`config.mk`:
```
export PLATFORM = sky130hd
export DESIGN_NAME = spi_slave_responder
export DESIGN_NICKNAME = d
export VERILOG_FILES = /design/src/rtl/spi_slave_responder.sv
export SDC_FILE = /design/constraint.sdc
export NUM_CORES = 1
export LEC_CHECK = 0
export ABC_AREA = 1
export ABC_CLOCK_PERIOD_IN_PS = 2170
export CORE_AREA = 2 2 50 99
export DETAILED_ROUTE_END_ITERATION = 16
export DIE_AREA = 0 0 52 101
export PLACE_DENSITY = 0.81
export RECOVER_POWER = 50
export REMOVE_ABC_BUFFERS = 1
export SLEW_MARGIN = 10
export SYNTH_ARGS = -nofsm -noshare
export SYNTH_HDL_FRONTEND = slang
export SYNTH_SLANG_ARGS = --single-unit
export TNS_END_PERCENT = 5
```
`constraint.sdc`:
```
create_clock -name CLK -period 2.17 [get_ports CLK]
set_clock_uncertainty 0.2 [all_clocks]
set_input_delay 0.217 -clock CLK [delete_from_list [all_inputs] [get_ports CLK]]
set_output_delay 0.217 -clock CLK [all_outputs]
set_load 0.03 [all_outputs]
```
`src/rtl/spi_slave_responder.sv`:
```
// spi_slave_responder: oversampled SPI slave (all CKP/CPH modes) with a one-entry TX buffer.
module spi_slave_responder #(
  parameter int WIDTH = 8,
  parameter logic [WIDTH-1:0] IDLE_WORD = 8'hFF
) (
  input  logic CLK,
  input  logic Reset,
  input  logic CKP,
  input  logic CPH,
  input  logic SCK,
  input  logic SS,
  input  logic MOSI,
  output logic MISO,
  input  logic [WIDTH-1:0] tx_data,
  input  logic tx_valid,
  output logic tx_ready,
  output logic [WIDTH-1:0] rx_data,
  output logic rx_valid,
  output logic underrun,
  output logic frame_err,
  output logic busy
);
  localparam int CW = $clog2(WIDTH + 1);
  localparam logic [CW-1:0] FULL = CW'(WIDTH);
  typedef enum logic [1:0] {IDLE, LOAD, SHIFT} state_t;
  state_t state_q;
  logic [2:0] sck_q, ss_q;
  logic [1:0] mosi_q;
  logic [CW-1:0] cnt_q, cnt_d;
  logic [WIDTH-1:0] tx_sr_q, rx_sr_q, rx_sr_d, buf_q;
  logic buf_full_q;
  logic sck_rise, sck_fall, ss_rise, ss_fall, lead, trail, sample, shift, accept;
  always_comb begin
    sck_rise = sck_q[1] & ~sck_q[2];
    sck_fall = ~sck_q[1] & sck_q[2];
    ss_rise = ss_q[1] & ~ss_q[2];
    ss_fall = ~ss_q[1] & ss_q[2];
    lead = CKP ? sck_fall : sck_rise;
    trail = CKP ? sck_rise : sck_fall;
    sample = CPH ? trail : lead;
    shift = CPH ? lead : trail;
    accept = tx_valid & ~buf_full_q;
    rx_sr_d = {rx_sr_q[WIDTH-2:0], mosi_q[1]};
    cnt_d = cnt_q + 1'b1;
  end
  assign tx_ready = ~buf_full_q;
  assign busy = state_q != IDLE;
  assign MISO = ~ss_q[1] & tx_sr_q[WIDTH-1];
  always_ff @(posedge CLK or negedge Reset)
    if (!Reset) begin
      sck_q <= '0;
      ss_q <= '1;
      mosi_q <= '0;
      state_q <= IDLE;
      cnt_q <= '0;
      tx_sr_q <= '0;
      rx_sr_q <= '0;
      buf_q <= '0;
      buf_full_q <= 1'b0;
      rx_data <= '0;
      rx_valid <= 1'b0;
      underrun <= 1'b0;
      frame_err <= 1'b0;
    end else begin
      sck_q <= {sck_q[1:0], SCK};
      ss_q <= {ss_q[1:0], SS};
      mosi_q <= {mosi_q[0], MOSI};
      rx_valid <= 1'b0;
      underrun <= 1'b0;
      frame_err <= 1'b0;
      buf_full_q <= state_q == LOAD ? accept : buf_full_q | accept;
      if (accept) buf_q <= tx_data;
      case (state_q)
        IDLE: begin
          cnt_q <= '0;
          if (ss_fall) state_q <= LOAD;
        end
        LOAD: begin
          tx_sr_q <= buf_full_q ? buf_q : IDLE_WORD;
          underrun <= ~buf_full_q;
          state_q <= ss_rise ? IDLE : SHIFT;
        end
        default:
          if (ss_rise) begin
            frame_err <= cnt_q != '0;
            cnt_q <= '0;
            state_q <= IDLE;
          end else if (sample) begin
            rx_sr_q <= rx_sr_d;
            cnt_q <= cnt_d == FULL ? '0 : cnt_d;
            if (cnt_d == FULL) begin
              rx_data <= rx_sr_d;
              rx_valid <= 1'b1;
              state_q <= ss_q[1] ? IDLE : LOAD;
            end
          // a shift edge before any sample (or right after a word) would drop the freshly loaded MSB
          end else if (shift && cnt_q != '0) tx_sr_q <= tx_sr_q << 1;
      endcase
    end
endmodule
```
== Yosys cells after proc, flatten, opt, wreduce, memory -nomap -nowiden ==
Cells that the tools add are included.
W data, S select, Z words.
Storage, ports and cells
  flip-flop bits (word level): 49
  logic and storage cells: 77
Cells by class
  add/sub/neg operators: 1
  equal/unequal tests: 5
  mux-type cells: 28
  bitwise gates (word level): 16
  reductions and logical operators: 14
Operators by type and width (number)
  $mux W8: 4
  $pmux W8 S2: 1
  $mux W1: 13
  $mux W4: 3
  $reduce_bool A4 Y1: 3
  $mux W2: 5
  $not A1 Y1: 9
  $pmux W4 S2: 1
  $reduce_and A4 Y1: 2
  $and A1 B1 Y1: 6
  $reduce_and A3 Y1: 2
  $add A4 B1 Y4 const B: 1
  $eq A4 B4 Y1 const B: 1
  $ne A2 B1 Y1 const B: 2
  $pmux W2 S2: 1
  $reduce_bool A2 Y1: 2
  $reduce_bool A3 Y1: 1
  $eq A2 B1 Y1 const B: 1
  $logic_not A2 Y1: 1
  $ne A2 B2 Y1 const B: 1
  $reduce_and A2 Y1: 1
  $reduce_or A2 Y1: 1
  $logic_and A1 B1 Y1: 1
  $or A1 B1 Y1: 1

== Logic depth before layout (Yosys ltp) ==
  depth in word-level cells: 9
  depth in mapped cells: 11

== Least setup slack after synthesis ==
Ideal clock, no wire load.
  kind: register -> register
  from: register cnt_q[0]
  to: register rx_data[6]
  arrival time: 1.282 ns
  required time: 1.852 ns
  path slack: 0.570 ns
  cell stages (with the launch flop): 11
  path buffers: 1
  period minus slack after synthesis: 1.600 ns
  cells stage by stage: dfrtp_1 ha_1 nand2_2 nand2_2 nor2_2 nand2_2 inv_2 nand2_4 buf_6 nand2_2 o21ai_2
On the way
  longest elaborated chain between the ends: 3
Ends and longest elaborated chain
  start: declaration: RTL line 29  | logic [CW-1:0] cnt_q, cnt_d;
  start signal: assignment: RTL line 90  | cnt_q <= cnt_d == FULL ? '0 : cnt_d;
  $add A4 B1 Y4: RTL line 44  | cnt_d = cnt_q + 1'b1;
  $eq A4 B4 Y1: RTL line 91  | if (cnt_d == FULL) begin
  $reduce_and A4 Y1 (no source line)
  end signal: assignment: RTL line 92  | rx_data <= rx_sr_d;
  end: declaration: RTL line 17  | output logic [WIDTH-1:0] rx_data,
Every way passes these cells.
A chain may end at the register's enable or synchronous reset.

== Final worst setup path ==
  from: register state_q[1]
  to: output port busy
On the way
  longest elaborated chain between the ends: 1
Ends and longest elaborated chain
  start: declaration: RTL line 26  | state_t state_q;
  start signal: assignment: RTL line 81  | state_q <= ss_rise ? IDLE : SHIFT;
  start signal: assignment: RTL line 94  | state_q <= ss_q[1] ? IDLE : LOAD;
  $reduce_bool A2 Y1: RTL line 47  | assign busy = state_q != IDLE;
  end: declaration: RTL line 21  | output logic busy
Every way passes these cells.

==> qor.yml <==
status:
  outcome: "completed"
route:
  vias: 1553
  drc: 0
  first_pass_iters: 4
  wl_per_cell_microns: 11.8
  wl_microns: 3720
  antenna_left: 0
  drt-initial-drc-count: 31
  avgViaCountPerCell: 4.91
flow_run:
  cap_violations: 0
critical_path:
  reg2regPathDepth: 11
  crit_path_start_kind: "flop"
  r2r_slack_ps: 370
  critPathCaptureType: "output pin"
  worstReg2RegStart: "cnt_q[0]$_DFFE_PN0P_"
  timing.rr.end: "rx_data[0]$_DFFE_PN0P_"
  cp-endpoint: "busy"
  worstSetupPathType: "flop to output pin"
  crit_start: "state_q[1]$_DFFE_PN0P_"
  required_ps: 1750
  cp_max_fo: 5
  worstPathArrival_ps: 1550
placement:
  dpl_worst_slack_ps: 156
  dpl-instance-area_sq_mm: 0.00252
  dp_cells: 308
  port_buffers: 29
  place_hpwl_microns: 2750
  gp_congestion: 0.746
grt:
  grt_pass1_wl_microns: 6720
  gr-usage-all-layers_pct: 17.1
  antenna_found_initial: 0
  grt_pass1_vias: 1573
  grt_max_degree: 28
  grt-ovfl-total: 0
floorplan:
  die_y_microns: 101
  rows: 35
  start_util_pct: 48.0
  core-area_sq_mm: 0.00451
  io_pins: 30
  dieArea_sq_mm: 0.00525
  die_w_microns: 52
synth:
  yosysMostFrequentCell: "nand2_1"
  synth_xor_area_share_pct: 0
  synth.area.top_cells: "dfrtp_1, nand2_1, nand3_1, o21ai_0, inv_1"
  syn_area_per_cell_sq_um: 9.59
  synth_top_area_share_pct: 53.1
  synth_top_flop_cell: "dfrtp_1"
  syn-instance-count: 226
  synth-seq-area-share_pct: 56.8
  syn-cell-area_sq_mm: 0.00217
  yosysWarnings: 0
  synthMuxAreaShare_pct: 4.16
  ys_types: 21
  synth_top_area_cell: "dfrtp_1"
  synthAdderAreaFrac_pct: 1.73
  synth-compound-area-share_pct: 6.81
  synth_seq_cells: 49
  synthSimpleGateAreaFrac_pct: 24.1
  synth_top_family_by_area: "simple AND/OR/NAND/NOR gates"
  synth_commonest_cells: "nand2_1, dfrtp_1, inv_1"
  postSynth.asyncResetShare_pct: 100
  synth-edff-count: 0
clock_network:
  cts_tree: "built"
  cts_root_buf: "clkbuf_8"
  numCtsBuffers: 5
  htreeDepth: 2
  cts_buffer_depth: 2
  cts_num_sinks: 49
  insertion_delay_ps: 300
  path_clk_slew_ps: 80
worst_hold_path:
  hold_class: "flop to flop"
sta:
  layout_min_cycle_time_ps: 1960
  hold_viol: 0
  fin_tns_setup_ps: 0
  fmax_mhz: 509
  finalSetupViolCount: 0
  slew_headroom_pct: 14.4
  tightestPinTransition_ps: 1280
  slew_viol_final: 0
  post-route-worst-setup-slack_ps: 206
  fin_crit_sh_pct: 90.5
  rsz0062_at_grt: "false"
pwr:
  ir_drop_uv: 715
  p_leak_nw: 1.30
  p_total_mw: 2.63
  p_per_area_mw_per_mm2: 1010
final_layout:
  design_area_sq_mm: 0.00261
  area_delta_synth_final_pct: 20.6
  drive_above_1_share_pct: 16.5
  nets: 280
  fin_cells: 316
  antenna_cells: 0
==> flip-flops by register name, indices dropped and copies added (netlist names) <==
name        flops
underrun        1
buf_q           8
rx_data         8
tx_sr_q         8
frame_err       1
rx_valid        1
buf_full_q      1
cnt_q           4
ss_q            3
mosi_q          2
sck_q           3
state_q         2
rx_sr_q         7
==> timing repair <==
action                    in CTS  in global routing
resized for setup              0                  0
hold buffers                   1                  0
hold endpoints to repair      22                  0
buffers inserted               0                  0
==> metal layers <==
layer  vias up  GRT usage [%]  share of wire (%)
met5         -              0                  0
li1        784              -                  -
met2        29           28.3                 51
met1       734           21.1                 44
met4         0           7.29                2.1
met3         6           3.56                3.1
==> cells by family (layout without fill, tap and decap cells) <==
| group | Yosys count | count (layout) |
|---|---|---|
| buf+inv | 32 | 67 |
| simple gates | 109 | 109 |
| mux | 8 | 8 |
| fa+ha+maj | 3 | 3 |
| flops | 49 | 49 |
| compound gates | 25 | 25 |
==> stage by stage <==
stage | hold slack, ps | util (%)
6_report | 159 | 57.9
5_1_grt | 172 | 57.9
4_1_cts | 122 | 57.9
3_5_place_dp | 25.2 | 55.8
3_3_place_gp | 21.2 | 55.8
2_1_floorplan | -279 | -
==> layout make-up <==
class | count | area [sq um]
timing repair buffer | 33 | 329
clock buffer | 7 | 86.3
tap | 55 | 68.8
fill | 385 | 1900
multi-input combinational | 145 | 797
sequential | 49 | 1230
inverter | 27 | 101
==> power breakdown <==
| group | switching (mW) | internal [mW] |
|---|---|---|
| clock network | 0.272 | 0.253 |
| logic | 0.462 | 0.321 |
| registers | 0.154 | 1.17 |
| total | 0.889 | 1.74 |
==> cell usage in the layout (no fill, tap or decap), drive strengths merged <==
cell and count:
nand2 78, dfrtp 46, inv 27, clkdlybuf4s50 25, o21ai 25, nand3 21
mux2 8, clkbuf 8, nor2 7, dlygate4sd3 4, nand4 3, ha 3
buf 3, dfstp 3
==> worst min path at each step <==
stage	startpoint	endpoint	slack [ps]	cells past startpoint
2_1_floorplan	Reset	buf_full_q$_DFF_PN0_	-280	0
3_3_place_gp	Reset	sck_q[1]$_DFF_PN0_	20	1
3_5_place_dp	Reset	sck_q[1]$_DFF_PN0_	30	1
4_1_cts	SS	ss_q[0]$_DFF_PN1_	120	1
5_1_grt	ss_q[0]$_DFF_PN1_	ss_q[1]$_DFF_PN1_	170	0
6_report	mosi_q[0]$_DFF_PN0_	mosi_q[1]$_DFF_PN0_	160	0
==> worst max-delay path: stages, from the launching register on <==
cell             delay [ps]
dfrtp_1                 420
nor2_1                   70
inv_1                    90
clkdlybuf4s50_1         670
Power figures use the tool's default switching activity.
